==> config.mk <==
export PLATFORM = sky130hd
export DESIGN_NAME = booth2_mul_cpa
export DESIGN_NICKNAME = d
export VERILOG_FILES = /design/src/rtl/booth2_mul_pkg.sv /design/src/rtl/booth2_mul_slice_adder.sv /design/src/rtl/booth2_mul_cpa.sv
export SDC_FILE = /design/constraint.sdc
export NUM_CORES = 1
export LEC_CHECK = 0
export CAP_MARGIN = 20
export CORE_MARGIN = 8
export CORE_UTILIZATION = 40
export CTS_CLUSTER_SIZE = 14
export DETAILED_ROUTE_END_ITERATION = 10
export PLACE_DENSITY = 0.67
export SLEW_MARGIN = 5
export SYNTH_ARGS = -nofsm -noshare
export SYNTH_HDL_FRONTEND = slang
export SYNTH_SLANG_ARGS = --single-unit
==> constraint.sdc <==
create_clock -name clk -period 7.8 [get_ports clk]
set_input_delay 1.56 -clock clk [delete_from_list [all_inputs] [get_ports clk]]
set_output_delay 1.56 -clock clk [all_outputs]
set_load 0.01 [all_outputs]
==> src/rtl/booth2_mul_pkg.sv <==
// Shared definitions for the Booth multiplier carry-propagate stage:
// default widths, FSM state encoding and a full-adder helper.
package booth2_mul_pkg;

  localparam int DEF_DATA_WD  = 64;
  localparam int DEF_SLICE_WD = 16;

  localparam int ST_W = 2;
  localparam logic [ST_W-1:0] ST_IDLE = 2'd0;
  localparam logic [ST_W-1:0] ST_ADD  = 2'd1;
  localparam logic [ST_W-1:0] ST_DONE = 2'd2;

  // One full-adder cell; returns {carry_out, sum}.
  function automatic logic [1:0] full_add(input logic a, input logic b, input logic cin);
    full_add = {(a & b) | (cin & (a ^ b)), a ^ b ^ cin};
  endfunction

endpackage

==> src/rtl/booth2_mul_slice_adder.sv <==
// Combinational SLICE_WD-bit ripple-carry adder built from full-adder cells.
// The top time-shares one instance across all slices of the product.
module booth2_mul_slice_adder
  import booth2_mul_pkg::*;
#(
  parameter int SLICE_WD = DEF_SLICE_WD
) (
  input  logic [SLICE_WD-1:0] a_i,
  input  logic [SLICE_WD-1:0] b_i,
  input  logic                cin_i,
  output logic [SLICE_WD-1:0] sum_o,
  output logic                cout_o
);

  logic [1:0] fa_out;
  logic       ripple;

  // Ripple the carry from bit 0 upward through one full-adder cell per bit.
  always_comb begin
    sum_o  = '0;
    fa_out = '0;
    ripple = cin_i;
    for (int i = 0; i < SLICE_WD; i++) begin
      fa_out   = full_add(a_i[i], b_i[i], ripple);
      sum_o[i] = fa_out[0];
      ripple   = fa_out[1];
    end
    cout_o = ripple;
  end

endmodule

==> src/rtl/booth2_mul_cpa.sv <==
// Final carry-propagate stage of the radix-4 Booth multiplier. Resolves the
// carry-save (sum, carry) pair into the product one slice per cycle so the
// full-width carry chain never sits on a single-cycle path.
module booth2_mul_cpa
  import booth2_mul_pkg::*;
#(
  parameter int DATA_WD  = DEF_DATA_WD,
  parameter int SLICE_WD = DEF_SLICE_WD
) (
  input  logic               clk,
  input  logic               rst,
  input  logic               val_i,
  output logic               rdy_o,
  input  logic [DATA_WD-1:0] sum_i,
  input  logic [DATA_WD-1:0] car_i,
  output logic               val_o,
  input  logic               rdy_i,
  output logic [DATA_WD-1:0] dat_o
);

  localparam int NUM_SLICE = DATA_WD / SLICE_WD;
  localparam int CNT_W     = (NUM_SLICE > 1) ? $clog2(NUM_SLICE) : 1;
  localparam logic [CNT_W-1:0] LAST_CNT = CNT_W'(NUM_SLICE - 1);

  logic [ST_W-1:0]    state_q, state_d;
  logic [CNT_W-1:0]   cnt_q,   cnt_d;
  logic               carry_q, carry_d;
  logic [DATA_WD-1:0] sum_q,   sum_d;
  logic [DATA_WD-1:0] car_q,   car_d;
  logic [DATA_WD-1:0] res_q,   res_d;
  logic [DATA_WD-1:0] dat_q,   dat_d;

  logic [SLICE_WD-1:0] sum_sl [NUM_SLICE];
  logic [SLICE_WD-1:0] car_sl [NUM_SLICE];
  logic [SLICE_WD-1:0] add_a;
  logic [SLICE_WD-1:0] add_b;
  logic [SLICE_WD-1:0] add_sum;
  logic                add_cout;
  logic [DATA_WD-1:0]  res_upd;

  // Split the latched operands into slices and merge the freshly added
  // slice into the partial result at the position selected by the counter.
  for (genvar g = 0; g < NUM_SLICE; g++) begin : g_slice
    assign sum_sl[g] = sum_q[g*SLICE_WD +: SLICE_WD];
    assign car_sl[g] = car_q[g*SLICE_WD +: SLICE_WD];
    assign res_upd[g*SLICE_WD +: SLICE_WD] =
      (cnt_q == CNT_W'(g)) ? add_sum : res_q[g*SLICE_WD +: SLICE_WD];
  end

  assign add_a = sum_sl[cnt_q];
  assign add_b = car_sl[cnt_q];

  booth2_mul_slice_adder #(
    .SLICE_WD (SLICE_WD)
  ) u_slice_adder (
    .a_i    (add_a),
    .b_i    (add_b),
    .cin_i  (carry_q),
    .sum_o  (add_sum),
    .cout_o (add_cout)
  );

  // Next-state logic: accept in IDLE, one slice per cycle in ADD, hold the
  // product in DONE until downstream takes it. The final carry is dropped,
  // so the product wraps modulo 2^DATA_WD.
  always_comb begin
    state_d = state_q;
    cnt_d   = cnt_q;
    carry_d = carry_q;
    sum_d   = sum_q;
    car_d   = car_q;
    res_d   = res_q;
    dat_d   = dat_q;
    case (state_q)
      ST_IDLE: begin
        if (val_i) begin
          sum_d   = sum_i;
          car_d   = car_i;
          res_d   = '0;
          cnt_d   = '0;
          carry_d = 1'b0;
          state_d = ST_ADD;
        end
      end
      ST_ADD: begin
        res_d   = res_upd;
        carry_d = add_cout;
        cnt_d   = cnt_q + CNT_W'(1);
        if (cnt_q == LAST_CNT) begin
          dat_d   = res_upd;
          state_d = ST_DONE;
        end
      end
      ST_DONE: begin
        if (rdy_i) begin
          state_d = ST_IDLE;
        end
      end
      default: begin
        state_d = ST_IDLE;
      end
    endcase
  end

  // State registers; reset clears everything and abandons any in-flight pair.
  always_ff @(posedge clk) begin
    if (rst) begin
      state_q <= ST_IDLE;
      cnt_q   <= '0;
      carry_q <= 1'b0;
      sum_q   <= '0;
      car_q   <= '0;
      res_q   <= '0;
      dat_q   <= '0;
    end else begin
      state_q <= state_d;
      cnt_q   <= cnt_d;
      carry_q <= carry_d;
      sum_q   <= sum_d;
      car_q   <= car_d;
      res_q   <= res_d;
      dat_q   <= dat_d;
    end
  end

  assign rdy_o = (state_q == ST_IDLE);
  assign val_o = (state_q == ST_DONE);
  assign dat_o = dat_q;

endmodule

======== Word level (Yosys, flattened, before mapping) ========
Index checks and enable logic that the tools add are counted.
cells by class
  add/subtract/negate cells ............... 1
  magnitude comparators ................... 1
  equality and inequality tests ........... 8
  multiplexer cells ....................... 20
  bitwise logic cells ..................... 81
  reduce and logical (&&, ||, !) cells .... 7
operators with widths
  operator             number
  $mux 16              8
  $pmux 64 s2          1
  $bmux 16 s2          2
  $mux 64              1
  $and 1x1->1          32
  $xor 1x1->1          32
  $or 1x1->1           16
  $mux 2               4
  $eq 2x2->1 const B   3
  $pmux 2 s3           1
  $reduce_and 2->1     3
  $eq 2x1->1 const B   2
  $logic_not 2->1      2
  $ne 2x2->1 const B   2
  $pmux 2 s2           1
  $ge 3x3->1 const B   1
  $not 2->3            1
  $reduce_and 3->1     1
  $add 2x1->2 const B  1
  $ne 2x1->1 const B   1
  $pmux 1 s2           1
  $reduce_bool 2->1    1
  $mux 1               1
storage, ports and cells
  register bits after elaboration ......... 261
  input bits .............................. 132
  output and inout bits ................... 66
  word-level logic and storage cells ...... 125

======== Longest topological paths before layout ========
Gate-level depths: netlist of run 1.
  word-level depth ........................ 38
  mapped depth ............................ 26
  depth with buffers taken out ............ 23

======== By module ========
A second synthesis of run 1 with hierarchy kept.
unflattened totals
  cell total of the unflattened synthesis .. 1066
  area total of the unflattened synthesis .. 10298.6 um2
modules (own cells, without submodules)
  module                  instances  cells an instance  area an instance (um2)  sequential area each (um2)
  booth2_mul_cpa          1          1040               9940.8                  4904.7
  booth2_mul_slice_adder  1          26                 357.8                   0.0

======== Least setup slack after synthesis of run 1 ========
Ideal clock, no wire load.
  kind .................................... register to register
  start ................................... register cnt_q[1]
  end ..................................... register res_q[47]
  library setup time ...................... 0.117 ns
  arrival ................................. 8.332 ns
  data required time ...................... 7.683 ns
  path slack .............................. -0.648 ns
  stages on the path, launching flop included .. 27
  path buffers ............................ 3
  period minus slack after synthesis ...... 8.448 ns
  cell sequence ........................... dfxtp_1 -> buf_4 -> buf_2 -> buf_4 -> mux4_2 -> inv_1 -> fa_1 -> fa_1 -> fa_1 -> fa_1 -> fa_1 -> fa_1 -> fa_1 -> inv_1 -> fa_1 -> fa_1 -> inv_1 -> fa_1 -> fa_1 -> fa_1 -> fa_1 -> fa_1 -> fa_1 -> inv_1 -> fa_1 -> nor2b_1 -> a22o_1
between the ends
  word-level cells in the longest chain between the ends .. 38
RTL lines
  what                                             line                                        RTL
  start: declaration                               booth2_mul_cpa.sv:26                        logic [CNT_W-1:0] cnt_q, cnt_d;
  start signal: assignment                         booth2_mul_cpa.sv:117                       cnt_q <= cnt_d;
  $not 2->3 (implied by the code)                  booth2_mul_cpa.sv:50, booth2_mul_cpa.sv:51
  $bmux 16 s2, on equally long branches            booth2_mul_cpa.sv:50, booth2_mul_cpa.sv:51
  $mux 16, on equally long branches (2 in series)  booth2_mul_cpa.sv:50, booth2_mul_cpa.sv:51
  $xor 1x1->1                                      booth2_mul_pkg.sv:15                        full_add = {(a & b) | (cin & (a ^ b)), a ^ b ^ cin};
  $and 1x1->1                                      booth2_mul_pkg.sv:15
  $or 1x1->1                                       booth2_mul_pkg.sv:15
  $and 1x1->1                                      booth2_mul_pkg.sv:15
  $or 1x1->1                                       booth2_mul_pkg.sv:15
  (+21 left out)                                   -
  $or 1x1->1                                       booth2_mul_pkg.sv:15
  $and 1x1->1                                      booth2_mul_pkg.sv:15
  $or 1x1->1                                       booth2_mul_pkg.sv:15
  $and 1x1->1                                      booth2_mul_pkg.sv:15
  $or 1x1->1                                       booth2_mul_pkg.sv:15
  $xor 1x1->1                                      booth2_mul_pkg.sv:15
  $mux 16 (*)                                      booth2_mul_cpa.sv:47                        (cnt_q == CNT_W'(g)) ? add_sum : res_q[g*SLICE_WD +: SLICE_WD];
  $pmux 64 s2 (*)                                  booth2_mul_cpa.sv:74                        case (state_q)
  end signal: assignment                           booth2_mul_cpa.sv:121                       res_q <= res_d;
  end: declaration                                 booth2_mul_cpa.sv:30                        logic [DATA_WD-1:0] res_q, res_d;
Every way passes the cells marked *; elsewhere a longest branch is shown, timed or not. The select of a mux whose other input is x is not followed.
A chain may end at the register's enable or synchronous reset.

======== Worst setup path in the final report of run 1 ========
  start ................................... register cnt_q[1]
  end ..................................... register res_q[15]
Same word-level chain as after synthesis.

==> results of run 1 <==
## stage by stage
step | hold slack (ps) | cell area (um^2) | util [%] | power, mW
floorplan | 433 | 10200 | - | 1.55
global placement | 438 | 12100 | 48.3 | 1.68
detailed placement | 444 | 12100 | 48.3 | 1.68
CTS | 452 | 13100 | 52.0 | 3.00
global route | 464 | 13100 | 52.2 | 3.09
finish | 449 | 13100 | 52.2 | 2.98
## registers in the layout (all words and copies together), names as in the netlist
signal	count
state_q	2
carry_q	1
sum_q	64
res_q	48
dat_o	64
car_q	64
cnt_q	2
## placed cells by master (no fill, tap or decap), drive strengths merged, types with 2 or more instances in the layout
master | Yosys | routed
nand2 | 340 | 340
and2 | 3 | 3
o211ai | 39 | 39
buf | 69 | 16
mux2 | 3 | 3
nor2 | 39 | 39
a21oi | 174 | 174
inv | 34 | 34
mux2i | 11 | 11
a211oi | 22 | 22
ha | 4 | 4
a22o | 48 | 48
dfxtp | 245 | 245
a22oi | 2 | 2
mux4 | 32 | 32
clkinv | 0 | 9
nor2b | 5 | 5
clkbuf | 28 | 32
fa | 16 | 16
clkinvlp | 0 | 2
clkdlybuf4s50 | 0 | 196
bufinv | 0 | 5
## cell families (layout without fill, tap and decap cells)
logic type / Yosys count / count (layout)
adders and majority gates: 20 / 20
buffers and inverters: 131 / 294
muxes: 46 / 46
and+or+nand+nor: 393 / 393
AOI/OAI and AO/OA: 286 / 286
DFF: 245 / 245
## power by group
part / total, mW / internal [mW] / switching (mW)
logic: 0.335 / 0.152 / 0.183
registers: 1.32 / 1.30 / 0.0256
clock network: 1.33 / 0.817 / 0.509
## worst max-delay path, stage by stage (launching register included)
cell     delay (ps)
dfxtp_4         370
mux4_2          320
inv_1            50
fa_2            360
fa_2            410
fa_2            380
fa_2            380
fa_2            400
fa_2            400
fa_1            410
inv_1            90
fa_2            210
fa_1            170
inv_1            50
fa_1            430
fa_2            360
fa_2            400
fa_2            390
fa_2            400
fa_1            410
inv_1            90
fa_2            460
nor2b_1         180
a22o_1          270
## worst paths after layout
check | startpoint | endpoint | slack, ps
worst min register to register | dat_o[3]$_SDFFE_PP0P_ | dat_o[3]$_SDFFE_PP0P_ | 450
worst max register to register | cnt_q[1]$_SDFFE_PP0P_ | res_q[15]$_SDFFE_PP0P_ | 280
worst max-delay path | cnt_q[1]$_SDFFE_PP0P_ | res_q[15]$_SDFFE_PP0P_ | 280
worst min-delay path | dat_o[3]$_SDFFE_PP0P_ | dat_o[3]$_SDFFE_PP0P_ | 450
## what timing repair did
item,4_1_cts,5_1_grt
buffers inserted,0,1
hold buffers,0,0
gates resized for setup,0,4
endpoints found under the setup margin,0,6
## metal layers
metal  share of wire, %  routed length, um  track usage [%]
met1                 44              12500             23.4
met2                 46              13300             28.9
met3                7.6               2180             4.38
met4                2.6                758             5.19
met5                  0                  0                0
## area by class of cell
type | count | area [um^2]
timing repair buffer | 212 | 2110
multi-input combinational | 745 | 4600
clock buffer | 32 | 713
tap | 330 | 413
inverter | 34 | 128
sequential | 245 | 4910
clock inverter | 16 | 225
fill | 2359 | 12000
==> reports/metrics.csv, run 1 <==
metric;value;unit
kind of critical path;flip-flop to flip-flop;
aggregate global routing overflow;0;
standard cell core area;25100;um^2
fraction of layout cells with a size suffix above 1;9.19;%
floorplan row count;58;
length in cells of the worst reg-to-reg path;23;
DRC Markers;0;
CP required;8220;ps
crit end category;flip-flop;
total number of clock tree sinks;245;
static leakage power;4.59;nW
post-synth top area cell;dfxtp_1;
Synth async-reset ratio;0;%
number of flops mapped to enable cells by yosys;0;
cell area after synthesis;10200;um^2
CP startpoint kind;flip-flop;
synthesized netlist net count;1273;
clock-pin transition on the worst setup and hold timing paths;60;ps
total number of yosys warnings;0;
largest family of logic cells by synthesized area;compound AO/OA/AOI/OAI gates;
PnR worst setup slack;280;ps
sequential fraction of the synthesis area;48.1;%
power per cell area;228;nW/um^2
number of cells on the worst hold path;2;
Simple-Gate Fraction of Synth Area;15.0;%
xor and xnor fraction of the mapped netlist area;0;%
multiplexer share of the synthesized area;8.49;%
weighted congestion reported at the end of routability-driven placement;0.808;
Layout area overhead;28.6;%
top flip-flop cell by instance count after synthesis;dfxtp_1;
headroom to the max-slew limit;32.3;%
Num CTS Buffers;26;
initial antenna violation count;0;
worst-path maximum fanout;5;
leading post-synthesis cells by cell area;dfxtp_1, nand2_1, a21oi_1, mux4_2, a22o_1;
Final Cycle Share;96.4;%
min Tclk post-route;7520;ps
clock latency of the later-clocked register in the worst-skew pair;530;ps
Avg Vias per Cell;5.14;
antenna cell count;0;
Synth cell types;30;
Max H-tree Level;1;
TritonCTS clock tree;built;
global-route wire length before repair;44600;um
via count of the first global-routing pass;8109;
die area;30800;um^2
compound-cell area share of the yosys netlist;17.7;%
GRT Util Overall;17.9;%
total negative slack;0;ps
Clock Path Buffers;3;
maximum achievable frequency;133;MHz
min-delay worst type;flip-flop to flip-flop;
synthesized instance count;1121;
Clock Skew;16.8;ps
final instance count without filler cells;1614;
cell with the most instances after synthesis;nand2_1;
horizontal die dimension;176;um
Setup Slack @ Placement;26.8;ps
endpoints failing setup;0;
routed length per instance;17.8;um
HPWL Detailed;20200;um
top post-synthesis cells by count;nand2_1, dfxtp_1, a21oi_1;
total number of vias;8294;
post-layout net count;1416;
area share of the leading cell type in the synthesized netlist;48.1;%
measured slew at the worst slew-check pin;1010;ps
result of the run;finished, final reports clean;
# port buffers;197;
height of the die;176;um
#FFs+latches synth;245;
wire length reported by the detailed router;28700;um
pin count of the biggest net entering global routing;120;
Root Driver;clkbuf_16;
count of max-cap constraint violations;0;
post-route antenna net violation count;0;
top-level I/O count;198;
effective utilization at floorplan;40.6;%
DRT Pass-1 Iters;5;
first-iteration detailed-routing DRC count;737;
fraction of the mapped netlist area in adder cells;3.64;%
number of max-slew violations in the final report;0;
synthesized area per cell;9.09;um^2
Peak supply drop;0.137;mV
instance count after placement with tap cells included;1564;
RSZ-0062 raised after global routing;false;
worst endpoint data arrival time;7940;ps
hold violation total from the final report;0;
Power figures use the tool's default switching activity.
==> inputs of run 2 (changes only) <==
ABC_AREA = 1   (was unset)
PLACE_DENSITY = 0.66   (was 0.67)
SLEW_MARGIN = 20   (was 5)
==> reports/metrics.csv, run 2 <==
metric;value;unit
result of the run;finished, final reports clean;
Max H-tree Level;1;
top-level I/O count;198;
switching share of power;28.9;%
top flip-flop cell by instance count after synthesis;dfxtp_1;
headroom to the max-slew limit;33.1;%
most frequent cells in the layout;nand2_1, nor2_1, dfxtp_1;
RSZ-0062 raised after global routing;false;
Top cell by count, worst path;fa_2;
Util after Layout;51.3;%
area occupied by registers;4910;um^2
cell with the biggest individual delay on the critical path;fa_1;
min-delay worst type;flip-flop to flip-flop;
horizontal die dimension;183;um
# port buffers;197;
Synth async-reset ratio;0;%
min Tclk post-route;7490;ps
post-synth top area cell;dfxtp_1;
Final Cycle Share;96.0;%
initial antenna violation count;0;
cell with the most instances after synthesis;nand2_1;
synthesized instance count;1712;
DRT Pass-1 Iters;7;
overall power of the completed layout;3.18;mW
leading post-synthesis cells by cell area;dfxtp_1, nand2_1, nor2_1, o21ai_0, inv_1;
Synth cell types;18;
total area of multi-input combinational cells;5260;um^2
#FFs+latches synth;245;
effective utilization at floorplan;40.3;%
GRT Util Overall;19.5;%
kind of critical path;flip-flop to flip-flop;
floorplan row count;61;
HPWL Detailed;23600;um
instance count after placement with tap cells included;2192;
slowest cell delay on critical path;430;ps
fraction of layout cells with a size suffix above 1;4.73;%
crit end category;flip-flop;
CP startpoint kind;flip-flop;
Avg Vias per Cell;4.72;
clock latency of the later-clocked register in the worst-skew pair;530;ps
Reg power frac;43.0;%
Peak supply drop;0.200;mV
aggregate global routing overflow;0;
endpoints failing setup;0;
power per cell area;224;nW/um^2
cell area after synthesis;11100;um^2
TritonCTS clock tree;built;
PnR worst setup slack;313;ps
clock-pin transition on the worst setup and hold timing paths;60;ps
routed length per instance;14.9;um
Setup Slack @ Placement;-114;ps
synthesized area per cell;6.50;um^2
most common cell after layout, fill and taps aside;nand2_1;
global-route wire length before repair;53400;um
Layout area overhead;27.3;%
hold violation total from the final report;0;
post-layout net count;1995;
P_sw;0.918;mW
antenna cell count;0;
worst endpoint data arrival time;7860;ps
pin count of the biggest net entering global routing;141;
measured slew at the worst slew-check pin;1000;ps
number of cells on the worst hold path;2;
static leakage power;5.95;nW
total number of yosys warnings;0;
final instance count without filler cells;2240;
via count of the first global-routing pass;10100;
total number of clock tree sinks;245;
die area;33400;um^2
height of the die;183;um
area share of the leading cell type in the synthesized netlist;44.0;%
number of flops mapped to enable cells by yosys;0;
total number of vias;10600;
length in cells of the worst reg-to-reg path;28;
Clk pwr share;38.4;%
post-route antenna net violation count;0;
number of max-slew violations in the final report;0;
part of the total power dissipated in combinational logic;18.6;%
weighted congestion reported at the end of routability-driven placement;0.838;
Clock Skew;14.0;ps
DRC Markers;0;
internal power;2.26;mW
first-iteration detailed-routing DRC count;770;
worst-path maximum fanout;8;
number of fill cells;2884;
buffer count from post-CTS setup fixing;0;
standard cell core area;27600;um^2
maximum achievable frequency;134;MHz
Num CTS Buffers;27;
sequential fraction of the synthesis area;44.0;%
wire length reported by the detailed router;33400;um
top post-synthesis cells by count;nand2_1, nor2_1, dfxtp_1;
Root Driver;clkbuf_16;
count of max-cap constraint violations;0;
synthesized netlist net count;1864;
CP required;8180;ps
total negative slack;0;ps
Clock Path Buffers;3;
==> run 2: layout make-up <==
type / instances / area share [%]
Tap cell: 378 / 3.34
Clock inverter: 7 / 0.291
Inverter: 145 / 3.89
Clock buffer: 41 / 5.78
Timing Repair Buffer: 216 / 14.9
Multi-Input combinational cell: 1208 / 37.1
Sequential cell: 245 / 34.7
==> run 2: kinds of logic after synthesis <==
group	Yosys count	share of synthesized area, %
AO/OA/AOI/OAI	200	9.06
adder cells (fa/ha/maj)	20	3.33
buffers and inverters	259	9.17
flip-flops	245	44.0
AND/OR/NAND/NOR	988	34.4
==> run 2: timing repair <==
item | CTS | global route
pin swaps | 0 | 3
hold endpoints to repair | 0 | 0
hold buffers | 0 | 0
resized for setup | 4 | 5
setup endpoints to repair | 6 | 7
==> run 2: worst paths after layout <==
check | startpoint | to | slack, ps
worst min-delay path | res_q[29]$_SDFFE_PP0P_ | res_q[29]$_SDFFE_PP0P_ | 460
worst max-delay path | cnt_q[0]$_SDFFE_PP0P_ | res_q[47]$_SDFFE_PP0P_ | 310
worst min register to register | res_q[29]$_SDFFE_PP0P_ | res_q[29]$_SDFFE_PP0P_ | 460
worst max register to register | cnt_q[0]$_SDFFE_PP0P_ | res_q[47]$_SDFFE_PP0P_ | 310
==> run 2: power by group through the flow <==
stage / registers [mW] / clock network, mW / logic, mW
after floorplan: 1.38 / 0 / 0.358
after global placement: 1.39 / 0 / 0.574
after detailed placement: 1.39 / 0 / 0.584
after CTS: 1.37 / 1.25 / 0.587
after global routing: 1.38 / 1.30 / 0.654
final: 1.37 / 1.22 / 0.590
==> run 2: worst max-delay path, delay by kind of cell, from the launching register on <==
kind	cells	cell delay, ps
buf+inv	5	510
simple gates	6	370
fa+ha+maj	16	6030
flops	1	380
compound gates	1	70
==> run 2: stage by stage <==
stage               instance area, um^2  hold slack [ps]
floorplan                         11200              439
global route                      14200              484
global placement                  13300              448
CTS                               14200              463
finish                            14200              459
detailed placement                13300              454
==> run 2: metal layers <==
layer | share of wire, % | up-vias | track usage (%) | routed length [um]
met4 | 2.6 | 0 | 4.65 | 879
met1 | 45 | 4751 | 25.6 | 15100
met5 | 0 | - | 0 | 0
met2 | 46 | 277 | 33.0 | 15400
li1 | - | 5495 | - | -
met3 | 6.0 | 53 | 3.52 | 1990
==> RTL edit (settings of run 2) <==
Set the package constant `DEF_SLICE_WD` to 64 (it was 16).
--- a/src/rtl/booth2_mul_pkg.sv
+++ b/src/rtl/booth2_mul_pkg.sv
@@ -3,7 +3,7 @@
 package booth2_mul_pkg;
 
   localparam int DEF_DATA_WD  = 64;
-  localparam int DEF_SLICE_WD = 16;
+  localparam int DEF_SLICE_WD = 64;
 
   localparam int ST_W = 2;
   localparam logic [ST_W-1:0] ST_IDLE = 2'd0;
Check against the original RTL: not equivalent (a bounded check fails within 4 cycles, from zero or initial values and one cycle with rst high).
==> RTL edit against run 2 <==
The run now ends with negative setup slack left; global-route usage decreased by 3.7 points; total power decreased by 21%; sequential cell count decreased by 49; worst setup slack got worse by 15000 ps; design area decreased by 17%; routed wire length decreased by 37%; area after synthesis decreased by 20%; count of clock-buffer cells in the layout decreased by 22; largest power group unchanged.
==> RTL edit: results (changes against run 2) <==
multi-input logic area 0.00410 sq mm (-22%); drt pass-1 iters 4 (-3); Layout area overhead 31.3%; Logic power comb 505 uW (-14%); clk_skew 12.8 ps (-1.11 ps); metal3 WL 741 um (-63%); P_int 1810 uW (-20%); Longest Clk Path Bufs 2 (-1); # H-tree levels 4 (+3); Placed Area 0.0111 sq mm (-16%); R2R cell count 72 (+160%); PwrDens 215 mW/mm^2 (-4.2%); arrival time at the worst endpoint 23130 ps (+15270 ps); Final nets 1535 (-23%); Peak VDD IR 0.128 mV (-36%); met2 WL 10300 um (-33%); maximum number of pins on one net before global-route repair 131 (-7.1%); vias in the first global route 7115 (-30%); failing checks negative setup slack; Synth area leaders dfxtp_1 (44%), fa_1 (14%), nor2_1 (14%); Inverters 201 (+39%); most instantiated cells after synthesis nor2_1 (322), inv_1 (199), nand2_1 (199); status finished with violations; Detail Placement HPWL 15200 um (-36%); hold_ws 470 ps (+11.3 ps); post-DR vias/cell 4.33 (-8.3%); initial drt markers 356 (-54%); GP Congestion 0.768 (-8.4%); Buffers, non-clock 202 (-6.5%); Clock Latency Late Sink 430 ps (-100 ps); all-layer global routing usage 15.8% (-3.7 points); Crit. Startpoint carry_q; LEAKAGE 0.00476 uW (-20%); NonClk Buf Share 17.1% (+2.2 points); # fillers 2156 (-25%); Slew HR 38.5% (+5.4 points); Final setup viols 46 (+46); sequential share of power 45.3% (+2.3 points); wire length on met1 9440 um (-38%); Hold Startpoint carry_q; post-route setup slack -15020 ps (-15340 ps); critical path's largest stage delay 400 ps (-30 ps); Cell variety after synth 15 (-3); reg2reg end dat_o[63]; first-pass GRT wire length 34500 um (-35%); Critical Path Fanout Max 2 (-6); Design Power 2520 uW (-21%); sequential-to-total area share from yosys stat 44.0% (-0.085 points); CTS Buf Count 17 (-37%)
[RTL edit: cell count changes after synthesis, sizes merged, moves of 6 or more]
cell    change
a21oi      -48
nand3      -91
nor2       -25
buf         -9
inv        +60
o22ai       -6
o21ai      -13
fa         +48
nand2     -348
dfxtp      -49
clkbuf     -36
[RTL edit: logic make-up after synthesis]
| group | share of synthesized area (%) |
|---|---|
| compound gates | 7.46 |
| flops | 44.0 |
| buf+inv | 12.1 |
| simple gates | 22.1 |
| fa+ha+maj | 14.4 |
[RTL edit: through the flow]
| step | TNS (ps) | cells | setup slack (ps) |
|---|---|---|---|
| final | -364390 | 1632 | -15020 |
| after global routing | -381770 | 1631 | -15610 |
| after CTS | -365040 | 1631 | -15060 |
| after detailed placement | -363960 | 1600 | -15020 |
| after global placement | -359400 | 1600 | -14890 |
| after floorplan | -340160 | 1187 | -14330 |
[RTL edit: how the worst max path moves through the flow]
| stage | endpoint | slack (ps) | cells past startpoint |
|---|---|---|---|
| after floorplan | dat_o[63] | -14330 | 72 |
| after global placement | dat_o[63] | -14890 | 72 |
| after detailed placement | dat_o[63] | -15020 | 72 |
| after CTS | dat_o[63] | -15060 | 72 |
| after global routing | dat_o[63] | -15610 | 72 |
| final | dat_o[63] | -15020 | 72 |
[RTL edit: layer usage]
metal	vias to the layer above	global-route usage, %
met5	-	0
met2	116	27.1
li1	3758	-
met4	0	7.06
met1	3172	19.2
met3	20	2.68
[RTL edit: critical path, delay by kind of cell, from the launching register on]
family                     cells  cell delay [ps]
adders and majority gates     64            21950
DFF                            1              340
and+or+nand+nor                3              180
buffers and inverters          5              270
[RTL edit: repair_timing]
item	4_1_cts	5_1_grt
resized for setup	0	1
setup endpoints to repair	46	46
pin swaps	7	2
